===== config.mk =====
export PLATFORM = sky130hd
export DESIGN_NAME = alarm_annunciator_flat
export DESIGN_NICKNAME = d
export VERILOG_FILES = /design/src/rtl/alarm_annunciator_if.sv /design/src/rtl/alarm_annunciator.sv /design/src/flat_wrapper.sv
export SDC_FILE = /design/constraint.sdc
export NUM_CORES = 1
export LEC_CHECK = 0
export CELL_PAD_IN_SITES_DETAIL_PLACEMENT = 1
export CELL_PAD_IN_SITES_GLOBAL_PLACEMENT = 1
export CORE_ASPECT_RATIO = 1.4
export CORE_MARGIN = 2
export CORE_UTILIZATION = 40
export DETAILED_ROUTE_END_ITERATION = 10
export PLACE_DENSITY_LB_ADDON = 0.1
export SYNTH_ARGS = -nofsm -noshare
export SYNTH_HDL_FRONTEND = slang
export SYNTH_SLANG_ARGS = --single-unit

===== constraint.sdc =====
create_clock -name iCLK -period 2.65 [get_ports iCLK]
set_input_delay 0.53 -clock iCLK [delete_from_list [all_inputs] [get_ports iCLK]]
set_output_delay 0.53 -clock iCLK [all_outputs]
set_load 0.03 [all_outputs]

===== src/rtl/alarm_annunciator_if.sv =====
// ---------------------------------------------------------------------------
// alarm_annunciator_if
//   Bundles the signals between the alarm controller, the annunciator and
//   the board outputs. The controller side (master) drives the state code and
//   observes the annunciator outputs. The annunciator side (slave) consumes the
//   state code and drives the LEDs, siren, mode, event counter and fault flag.
//
//   Signals:
//     state       5      alarm controller state code
//     oARMED_LED  1      armed LED (solid / blinking)
//     oZONE_LED   3      latched zone status, bit n = zone n+1
//     oSIREN      1      siren drive
//     oMODE       3      display mode (0 IDLE .. 4 PANIC)
//     oEVENT_CNT  CNT_W  saturating count of entries into TRIGGERED
//     oFAULT      1      sticky illegal-code flag
// ---------------------------------------------------------------------------
interface alarm_annunciator_if #(
  parameter int CNT_W = 8
);
  logic [4:0]       state;
  logic             oARMED_LED;
  logic [2:0]       oZONE_LED;
  logic             oSIREN;
  logic [2:0]       oMODE;
  logic [CNT_W-1:0] oEVENT_CNT;
  logic             oFAULT;

  modport master (
    output state,
    input  oARMED_LED, oZONE_LED, oSIREN, oMODE, oEVENT_CNT, oFAULT
  );

  modport slave (
    input  state,
    output oARMED_LED, oZONE_LED, oSIREN, oMODE, oEVENT_CNT, oFAULT
  );
endinterface


===== src/rtl/alarm_annunciator.sv =====
// ---------------------------------------------------------------------------
// alarm_annunciator
//   Output-side consumer of the alarm controller's 5-bit state code. The code
//   is registered (state_q, with the previous code in prev_q), classified into
//   a display mode, and used to drive the armed LED, zone LEDs, siren, a
//   saturating triggered-event counter and a sticky fault flag. Every output
//   is a register loaded from state_q/prev_q, so an input change shows up on
//   the outputs two clock edges later. One clock tick is 100 ms.
//
//   Parameters:
//     BLINK_HALF  ticks per half-period of the armed-LED blink (PENDING), >=1
//     ALARM_HALF  ticks per half-period of the siren toggle (ALARM), >=1
//     CNT_W       width of the event counter
//
//   Ports:
//     iCLK    in   system clock
//     iRST_n  in   asynchronous active-low reset
//     bus     slave side of alarm_annunciator_if (state in, all outputs)
// ---------------------------------------------------------------------------
module alarm_annunciator #(
  parameter int BLINK_HALF = 5,
  parameter int ALARM_HALF = 3,
  parameter int CNT_W      = 8
) (
  input  logic                iCLK,
  input  logic                iRST_n,
  alarm_annunciator_if.slave  bus
);

  // -------------------------------------------------------------------------
  // Controller state codes
  // -------------------------------------------------------------------------
  localparam logic [4:0] ST_RESET           = 5'h00;
  localparam logic [4:0] ST_ARMED_PENDING   = 5'h02;
  localparam logic [4:0] ST_ARMED           = 5'h03;
  localparam logic [4:0] ST_TRIGGERED       = 5'h04;
  localparam logic [4:0] ST_TRIGGERED_RESET = 5'h05;
  localparam logic [4:0] ST_ZONE_1_ON       = 5'h09;
  localparam logic [4:0] ST_ZONE_2_ON       = 5'h0A;
  localparam logic [4:0] ST_ZONE_3_ON       = 5'h0B;
  localparam logic [4:0] ST_ZONE_1_OFF      = 5'h0C;
  localparam logic [4:0] ST_ZONE_2_OFF      = 5'h0D;
  localparam logic [4:0] ST_ZONE_3_OFF      = 5'h0E;
  localparam logic [4:0] ST_PANIC           = 5'h10;
  localparam logic [4:0] ST_PANIC_RESET     = 5'h11;
  localparam logic [4:0] ST_LAST_LEGAL      = 5'h12;   // UPDATE

  // -------------------------------------------------------------------------
  // Display modes (values are visible on oMODE)
  // -------------------------------------------------------------------------
  typedef enum logic [2:0] {
    MODE_IDLE    = 3'd0,
    MODE_PENDING = 3'd1,
    MODE_ARMED   = 3'd2,
    MODE_ALARM   = 3'd3,
    MODE_PANIC   = 3'd4
  } mode_e;

  // Blink counter sized for the longer of the two half-periods.
  localparam int HALF_MAX = (BLINK_HALF > ALARM_HALF) ? BLINK_HALF : ALARM_HALF;
  localparam int BLINK_W  = (HALF_MAX > 1) ? $clog2(HALF_MAX) : 1;

  localparam logic [BLINK_W-1:0] BLINK_LAST = BLINK_W'(BLINK_HALF - 1);
  localparam logic [BLINK_W-1:0] ALARM_LAST = BLINK_W'(ALARM_HALF - 1);

  // -------------------------------------------------------------------------
  // Registers and next-state values
  // -------------------------------------------------------------------------
  logic [4:0]         state_q, prev_q;
  mode_e              mode_q, mode_d, mode_dec;
  logic [BLINK_W-1:0] blink_q, blink_d, blink_last;
  logic               phase_q, phase_d;
  logic               led_q, led_d;
  logic               siren_q, siren_d;
  logic [2:0]         zone_q, zone_d;
  logic [CNT_W-1:0]   evt_q, evt_d;
  logic               fault_q, fault_d;

  // -------------------------------------------------------------------------
  // Input pipeline: current and previous registered state code
  // -------------------------------------------------------------------------
  // NOTE: sequential blocks use non-blocking (<=) so every register samples
  // the pre-edge value of the others; prev_q must see the old state_q.
  always_ff @(posedge iCLK or negedge iRST_n) begin
    if (!iRST_n) begin
      state_q <= '0;
      prev_q  <= '0;
    end else begin
      state_q <= bus.state;
      prev_q  <= state_q;
    end
  end

  // -------------------------------------------------------------------------
  // Mode classification of the registered code. Illegal codes fall into the
  // default arm and therefore decode as IDLE.
  // -------------------------------------------------------------------------
  always_comb begin
    mode_dec = MODE_IDLE;
    case (state_q)
      ST_ARMED_PENDING:                 mode_dec = MODE_PENDING;
      ST_ARMED:                         mode_dec = MODE_ARMED;
      ST_TRIGGERED, ST_TRIGGERED_RESET: mode_dec = MODE_ALARM;
      ST_PANIC, ST_PANIC_RESET:         mode_dec = MODE_PANIC;
      default:                          mode_dec = MODE_IDLE;
    endcase
  end

  // -------------------------------------------------------------------------
  // Mode FSM: state register
  // -------------------------------------------------------------------------
  always_ff @(posedge iCLK or negedge iRST_n) begin
    if (!iRST_n) begin
      mode_q  <= MODE_IDLE;
      blink_q <= '0;
      phase_q <= 1'b0;
    end else begin
      mode_q  <= mode_d;
      blink_q <= blink_d;
      phase_q <= phase_d;
    end
  end

  // -------------------------------------------------------------------------
  // Mode FSM: next state, blink counter and phase.
  // A mode change restarts the blink with phase 1 so the LED/siren turns on
  // immediately; the restart takes priority over a wrap in the same cycle.
  // -------------------------------------------------------------------------
  // NOTE: every variable written here gets a default first, so no path can
  // leave one unassigned and infer a latch.
  always_comb begin
    mode_d     = mode_dec;
    blink_d    = '0;
    phase_d    = phase_q;
    blink_last = (mode_q == MODE_PENDING) ? BLINK_LAST : ALARM_LAST;

    if (mode_d != mode_q) begin
      blink_d = '0;
      phase_d = 1'b1;
    end else if (mode_q == MODE_PENDING || mode_q == MODE_ALARM) begin
      if (blink_q == blink_last) begin
        blink_d = '0;
        phase_d = ~phase_q;
      end else begin
        blink_d = blink_q + BLINK_W'(1);
      end
    end
  end

  // -------------------------------------------------------------------------
  // LED / siren decode from the next mode and phase, registered below so the
  // outputs change on the same edge as oMODE.
  // -------------------------------------------------------------------------
  always_comb begin
    led_d   = 1'b0;
    siren_d = 1'b0;
    case (mode_d)
      MODE_PENDING: led_d = phase_d;
      MODE_ARMED:   led_d = 1'b1;
      MODE_ALARM: begin
        led_d   = 1'b1;
        siren_d = phase_d;
      end
      MODE_PANIC: begin
        led_d   = 1'b1;
        siren_d = 1'b1;
      end
      default: begin
        led_d   = 1'b0;
        siren_d = 1'b0;
      end
    endcase
  end

  // -------------------------------------------------------------------------
  // Zone latch: ON codes set, OFF codes clear, RESET clears all, every other
  // code (illegal ones included) holds.
  // -------------------------------------------------------------------------
  always_comb begin
    zone_d = zone_q;
    case (state_q)
      ST_ZONE_1_ON:  zone_d[0] = 1'b1;
      ST_ZONE_2_ON:  zone_d[1] = 1'b1;
      ST_ZONE_3_ON:  zone_d[2] = 1'b1;
      ST_ZONE_1_OFF: zone_d[0] = 1'b0;
      ST_ZONE_2_OFF: zone_d[1] = 1'b0;
      ST_ZONE_3_OFF: zone_d[2] = 1'b0;
      ST_RESET:      zone_d    = '0;
      default:       zone_d    = zone_q;
    endcase
  end

  // -------------------------------------------------------------------------
  // Event counter: one count per entry into TRIGGERED (rising edge of the
  // "state is TRIGGERED" condition), saturating at all-ones.
  // -------------------------------------------------------------------------
  always_comb begin
    evt_d = evt_q;
    if (state_q == ST_TRIGGERED && prev_q != ST_TRIGGERED && evt_q != '1) begin
      evt_d = evt_q + CNT_W'(1);
    end
  end

  // -------------------------------------------------------------------------
  // Fault flag: sticky on any code above the legal range, cleared by RESET.
  // -------------------------------------------------------------------------
  always_comb begin
    fault_d = fault_q;
    if (state_q > ST_LAST_LEGAL) begin
      fault_d = 1'b1;
    end else if (state_q == ST_RESET) begin
      fault_d = 1'b0;
    end
  end

  // -------------------------------------------------------------------------
  // Output registers
  // -------------------------------------------------------------------------
  always_ff @(posedge iCLK or negedge iRST_n) begin
    if (!iRST_n) begin
      led_q   <= 1'b0;
      siren_q <= 1'b0;
      zone_q  <= '0;
      evt_q   <= '0;
      fault_q <= 1'b0;
    end else begin
      led_q   <= led_d;
      siren_q <= siren_d;
      zone_q  <= zone_d;
      evt_q   <= evt_d;
      fault_q <= fault_d;
    end
  end

  assign bus.oARMED_LED = led_q;
  assign bus.oZONE_LED  = zone_q;
  assign bus.oSIREN     = siren_q;
  assign bus.oMODE      = mode_q;
  assign bus.oEVENT_CNT = evt_q;
  assign bus.oFAULT     = fault_q;

endmodule


===== src/flat_wrapper.sv =====
// flat-port wrapper written by rule: the top's interface ports become plain ports
module alarm_annunciator_flat 
#(
  parameter int BLINK_HALF = 5,
  parameter int ALARM_HALF = 3,
  parameter int CNT_W      = 8
)
  (iCLK, iRST_n, bus_state, bus_oARMED_LED, bus_oZONE_LED, bus_oSIREN, bus_oMODE, bus_oEVENT_CNT, bus_oFAULT);
  alarm_annunciator_if #(.CNT_W(CNT_W)) bus_i ();
  input  logic iCLK;
  input  logic iRST_n;
  input wire logic [$bits(bus_i.state)-1:0] bus_state;
  output wire logic [$bits(bus_i.oARMED_LED)-1:0] bus_oARMED_LED;
  output wire logic [$bits(bus_i.oZONE_LED)-1:0] bus_oZONE_LED;
  output wire logic [$bits(bus_i.oSIREN)-1:0] bus_oSIREN;
  output wire logic [$bits(bus_i.oMODE)-1:0] bus_oMODE;
  output wire logic [$bits(bus_i.oEVENT_CNT)-1:0] bus_oEVENT_CNT;
  output wire logic [$bits(bus_i.oFAULT)-1:0] bus_oFAULT;
  assign bus_i.state = bus_state;
  assign bus_oARMED_LED = bus_i.oARMED_LED;
  assign bus_oZONE_LED = bus_i.oZONE_LED;
  assign bus_oSIREN = bus_i.oSIREN;
  assign bus_oMODE = bus_i.oMODE;
  assign bus_oEVENT_CNT = bus_i.oEVENT_CNT;
  assign bus_oFAULT = bus_i.oFAULT;
  alarm_annunciator #(.BLINK_HALF(BLINK_HALF), .ALARM_HALF(ALARM_HALF), .CNT_W(CNT_W)) u_core (.iCLK(iCLK), .iRST_n(iRST_n), .bus(bus_i));
endmodule

==> metrics.md <==
| Metric | Value |
|---|---|
| Syn nets | 133 |
| Largest family of logic cells by synthesized area | simple AND/OR/NAND/NOR gates |
| Layout cells sized above 1 | under 10% |
| Vias in the first global route | roughly 1,100 |
| Max Root-Sink Buffers | 2 |
| Site Rows | 25 |
| Core area | around 0.0033 mm² |
| Clk_lat worst skew | ~0.28 ns |
| Non-filler cells, final | just under 200 |
| Final Cycle Share | just over 80% |
| Area of the mapped netlist | between 0.001 and 0.0015 mm² |
| Final Core Density | between 50% and 60% |
| Unique masters post-synth | between 40 and 50 |
| Postcts setup bufs | 0 |
| Main flop type after synthesis | dfrtp_1 |
| Static Leak | around 0.76 nW |
| Remaining Overflow, GRT | 0 |
| Worst path slowest cell | dfrtp_1 |
| DRT Wirelength | a little over 3000 µm |
| Placed cell count | between 150 and 200 |
| IO Port Bufs | 23 |
| Vias/cell | between 5 and 6 |
| CTS H-Tree Depth | 2 |
| Worst EP arrival | ~2.3 ns |
| EDFF count, synth | 0 |
| Starting Density | 41.3% |
| HPWL Detailed | between 2000 and 2500 µm |
| CTS Hold Bufs | 0 |
| Pre-Repair DR Iteration Count | 2 |
| Slowest stage delay, CP | 0.58 ns |
| CTS Buf Count | 5 |
| Largest net degree at the start of global routing | 32 |
| Cells after Synth | between 100 and 150 |
| ANT nets after route | 0 |
| Internal power | between 0.0009 and 0.001 W |
| Clk_skew | approximately 0.0052 ns |
| Gate power share | approximately 18% |
| Crit path from | u_core.state_q[2] |
| Die width | about 54 µm |
| Reg2reg end | u_core.bus.oARMED_LED |
| Synth Area in Simple Gates | roughly a fifth |
| Post-synth ARST share | between 90% and 100% |
| Synth top area cells | dfrtp_1, xnor2_1, nor2_1 |
| Drt wl/cell | ~16 µm |
| Status | finished, final reports clean |
| Synth top cells by count | dfrtp_1, nor2_1, nand2_1, xnor2_1, a21oi_1 |
| First-pass GRT wire length | about 5200 µm |
| Number of diodes | 0 |
| Slew Viols, Final | 0 |
| Worst Tran Pin Value | 0.473 ns |
| Post-synthesis compound-gate area fraction | between 10% and 20% |
| Final Hold Violating Endpoints | 0 |
| Nets@finish | roughly 160 |
| Vias | between 1,000 and 1,500 |
| TritonCTS clock tree | done |
| Reg power frac | 44.3% |
| Slack of the worst reg-to-reg path | slightly below 0.5 ns |
| FMAX | 463 MHz |
| Post-cts sizing count | 0 |
| Min Tclk post-route | around 2.2 ns |
| Clock Sinks | 31 |
| Biggest area consumer among synthesized cells | dfrtp_1 |
| YS warnings | 0 |
| Mux cell area share after synthesis | 1.54% |
| Mapped Avg Cell Area | 11.1 µm² |
| Crit-path max FO | 15 |
| Yosys top cell area share | 56.1% |
| Sw Ratio | 27.0% |
| # IOs | 24 |
| Crit end category | flop |
| Placed Area | around 0.0017 mm² |
| Hold Crit Class | flop to flop |
| P&R area growth vs syn | 28.8% |
| R2R depth | 6 |
| Post-synthesis xor/xnor area fraction | 5.70% |
| Top-count cell post-synth | dfrtp_1 |
| Max VDD drop | between 0.4 and 0.5 mV |
| Clock power share | about two fifths |
| Design area | ~0.0018 mm² |
| Slew Limit Headroom | 68.1% |
| Required time worst endpoint | 2.81 ns |
| Number of synthesized register bits | 31 |
| Drt drc | 0 |
| Initial antenna violation count | 0 |
| Pwr dens | roughly 700 mW/mm² |
| Total net switching power | roughly 0.00034 W |
| Die ar. | between 0.003 and 0.004 mm² |
| Max cap viols | 0 |
| GPL Wtd Cong | 0.758 |
| RR Startpoint | u_core.state_q[2] |
| Crit path to | u_core.bus.oARMED_LED |
| Adder-cell area share of the yosys netlist | about 1.8% |
| Starting DRT DRC Count | 4 |
| Clk root buf | clkbuf_8 |
| Endpoints failing setup | 0 |
| Clock Pin Slew Worst Setup and Hold Paths | roughly 0.07 ns |
| CP Class | flop to flop |
| RSZ-0062 raised after global routing | no |
| Total track usage | approximately a fifth |
| Seq/Total Area, Yosys | between 50% and 60% |
| CP cell instances | or4b_4 -> inv_2 -> or4b_1 -> mux2i_1 -> o22ai_1 -> a311o_1 |
| Total negative setup slack | 0 ns |
| Startpoint Class | flop |
| Die extent in y | 73.6 µm |
[sequential cells by signal, indices dropped and copies added, names as in the netlist]
name / count
u_core.blink_q: 3
u_core.bus.oARMED_LED: 1
u_core.bus.oEVENT_CNT: 8
u_core.bus.oFAULT: 1
u_core.bus.oMODE: 3
u_core.bus.oSIREN: 1
u_core.bus.oZONE_LED: 3
u_core.phase_q: 1
u_core.prev_q: 5
u_core.state_q: 5
[power by group through the flow]
stage | clock (W) | sequential, W | combinational (W)
finish | 0.000478 | 0.000555 | 0.000219
global route | 0.000516 | 0.000563 | 0.000241
CTS | 0.000499 | 0.000556 | 0.000224
detailed placement | 0 | 0.000565 | 0.000221
global placement | 0 | 0.000560 | 0.000214
floorplan | 0 | 0.000606 | 0.0000775
[worst min-delay path by stage]
stage | startpoint | endpoint | slack (ns) | cells past startpoint
2_1_floorplan | iRST_n | u_core.blink_q[0] | 0.23 | 0
3_3_place_gp | u_core.bus.oEVENT_CNT[6] | u_core.bus.oEVENT_CNT[6] | 0.48 | 1
3_5_place_dp | u_core.bus.oEVENT_CNT[7] | u_core.bus.oEVENT_CNT[7] | 0.48 | 1
4_1_cts | u_core.bus.oEVENT_CNT[6] | u_core.bus.oEVENT_CNT[6] | 0.50 | 1
5_1_grt | u_core.blink_q[0] | u_core.blink_q[0] | 0.52 | 1
6_report | u_core.bus.oEVENT_CNT[6] | u_core.bus.oEVENT_CNT[6] | 0.49 | 1
[placed cells by master, fill, tap and decap left out, types with 2 or more instances in the layout]
cell type / n
nor2_1: 10
a21boi_1: 2
and3_1: 5
inv_1: 3
xnor2_1: 8
nand4_1: 4
buf_4: 2
nor2b_1: 3
nand2b_1: 4
nand2_1: 8
a31oi_1: 2
a21oi_1: 6
clkbuf_8: 6
clkdlybuf4s50_1: 23
o22ai_1: 2
nor3b_1: 2
dfrtp_1: 31
ha_1: 2
o21ai_1: 3
or3_1: 2
[per-layer routing]
| layer | routed length (µm) | up-vias | global-route usage (%) |
|---|---|---|---|
| li1 | - | 502 | - |
| met1 | 1220 | 536 | 20.4 |
| met2 | 1610 | 22 | 31.4 |
| met3 | 107 | 8 | 5.69 |
| met4 | 83 | 0 | 9.97 |
| met5 | 0 | - | 0 |
[critical path: cells and delay by family (launching register included)]
family	cells	cell delay, ns
buffers and inverters	1	0.05
multiplexers	1	0.14
AO/OA/AOI/OAI	2	0.52
flip-flops	1	0.58
AND/OR/NAND/NOR	2	0.74
[through the flow]
stage / hold WS, ns / setup slack [ns] / power, W
2_1_floorplan: 0.234 / 0.709 / 0.000684
3_3_place_gp: 0.484 / 0.622 / 0.000775
3_5_place_dp: 0.482 / 0.527 / 0.000786
4_1_cts: 0.495 / 0.471 / 0.00128
5_1_grt: 0.516 / 0.332 / 0.00132
6_report: 0.487 / 0.489 / 0.00125
[logic make-up after synthesis]
kind of cell | after synthesis
AOI/OAI and AO/OA | 25
adders and majority gates | 2
muxes | 2
DFF | 31
xor gates and xnor gates | 9
buffers and inverters | 8
and+or+nand+nor | 47
[area by class of cell]
| type | instances | area [µm²] |
|---|---|---|
| multi-input combinational | 85 | 577 |
| sequential | 31 | 776 |
| tap | 40 | 50.0 |
| clock buffer | 6 | 82.6 |
| fill | 381 | 1570 |
| timing repair buffer | 25 | 245 |
| inverter | 4 | 15.0 |
| clock inverter | 2 | 35.0 |
No activity file was read; power rests on OpenSTA's default activity.
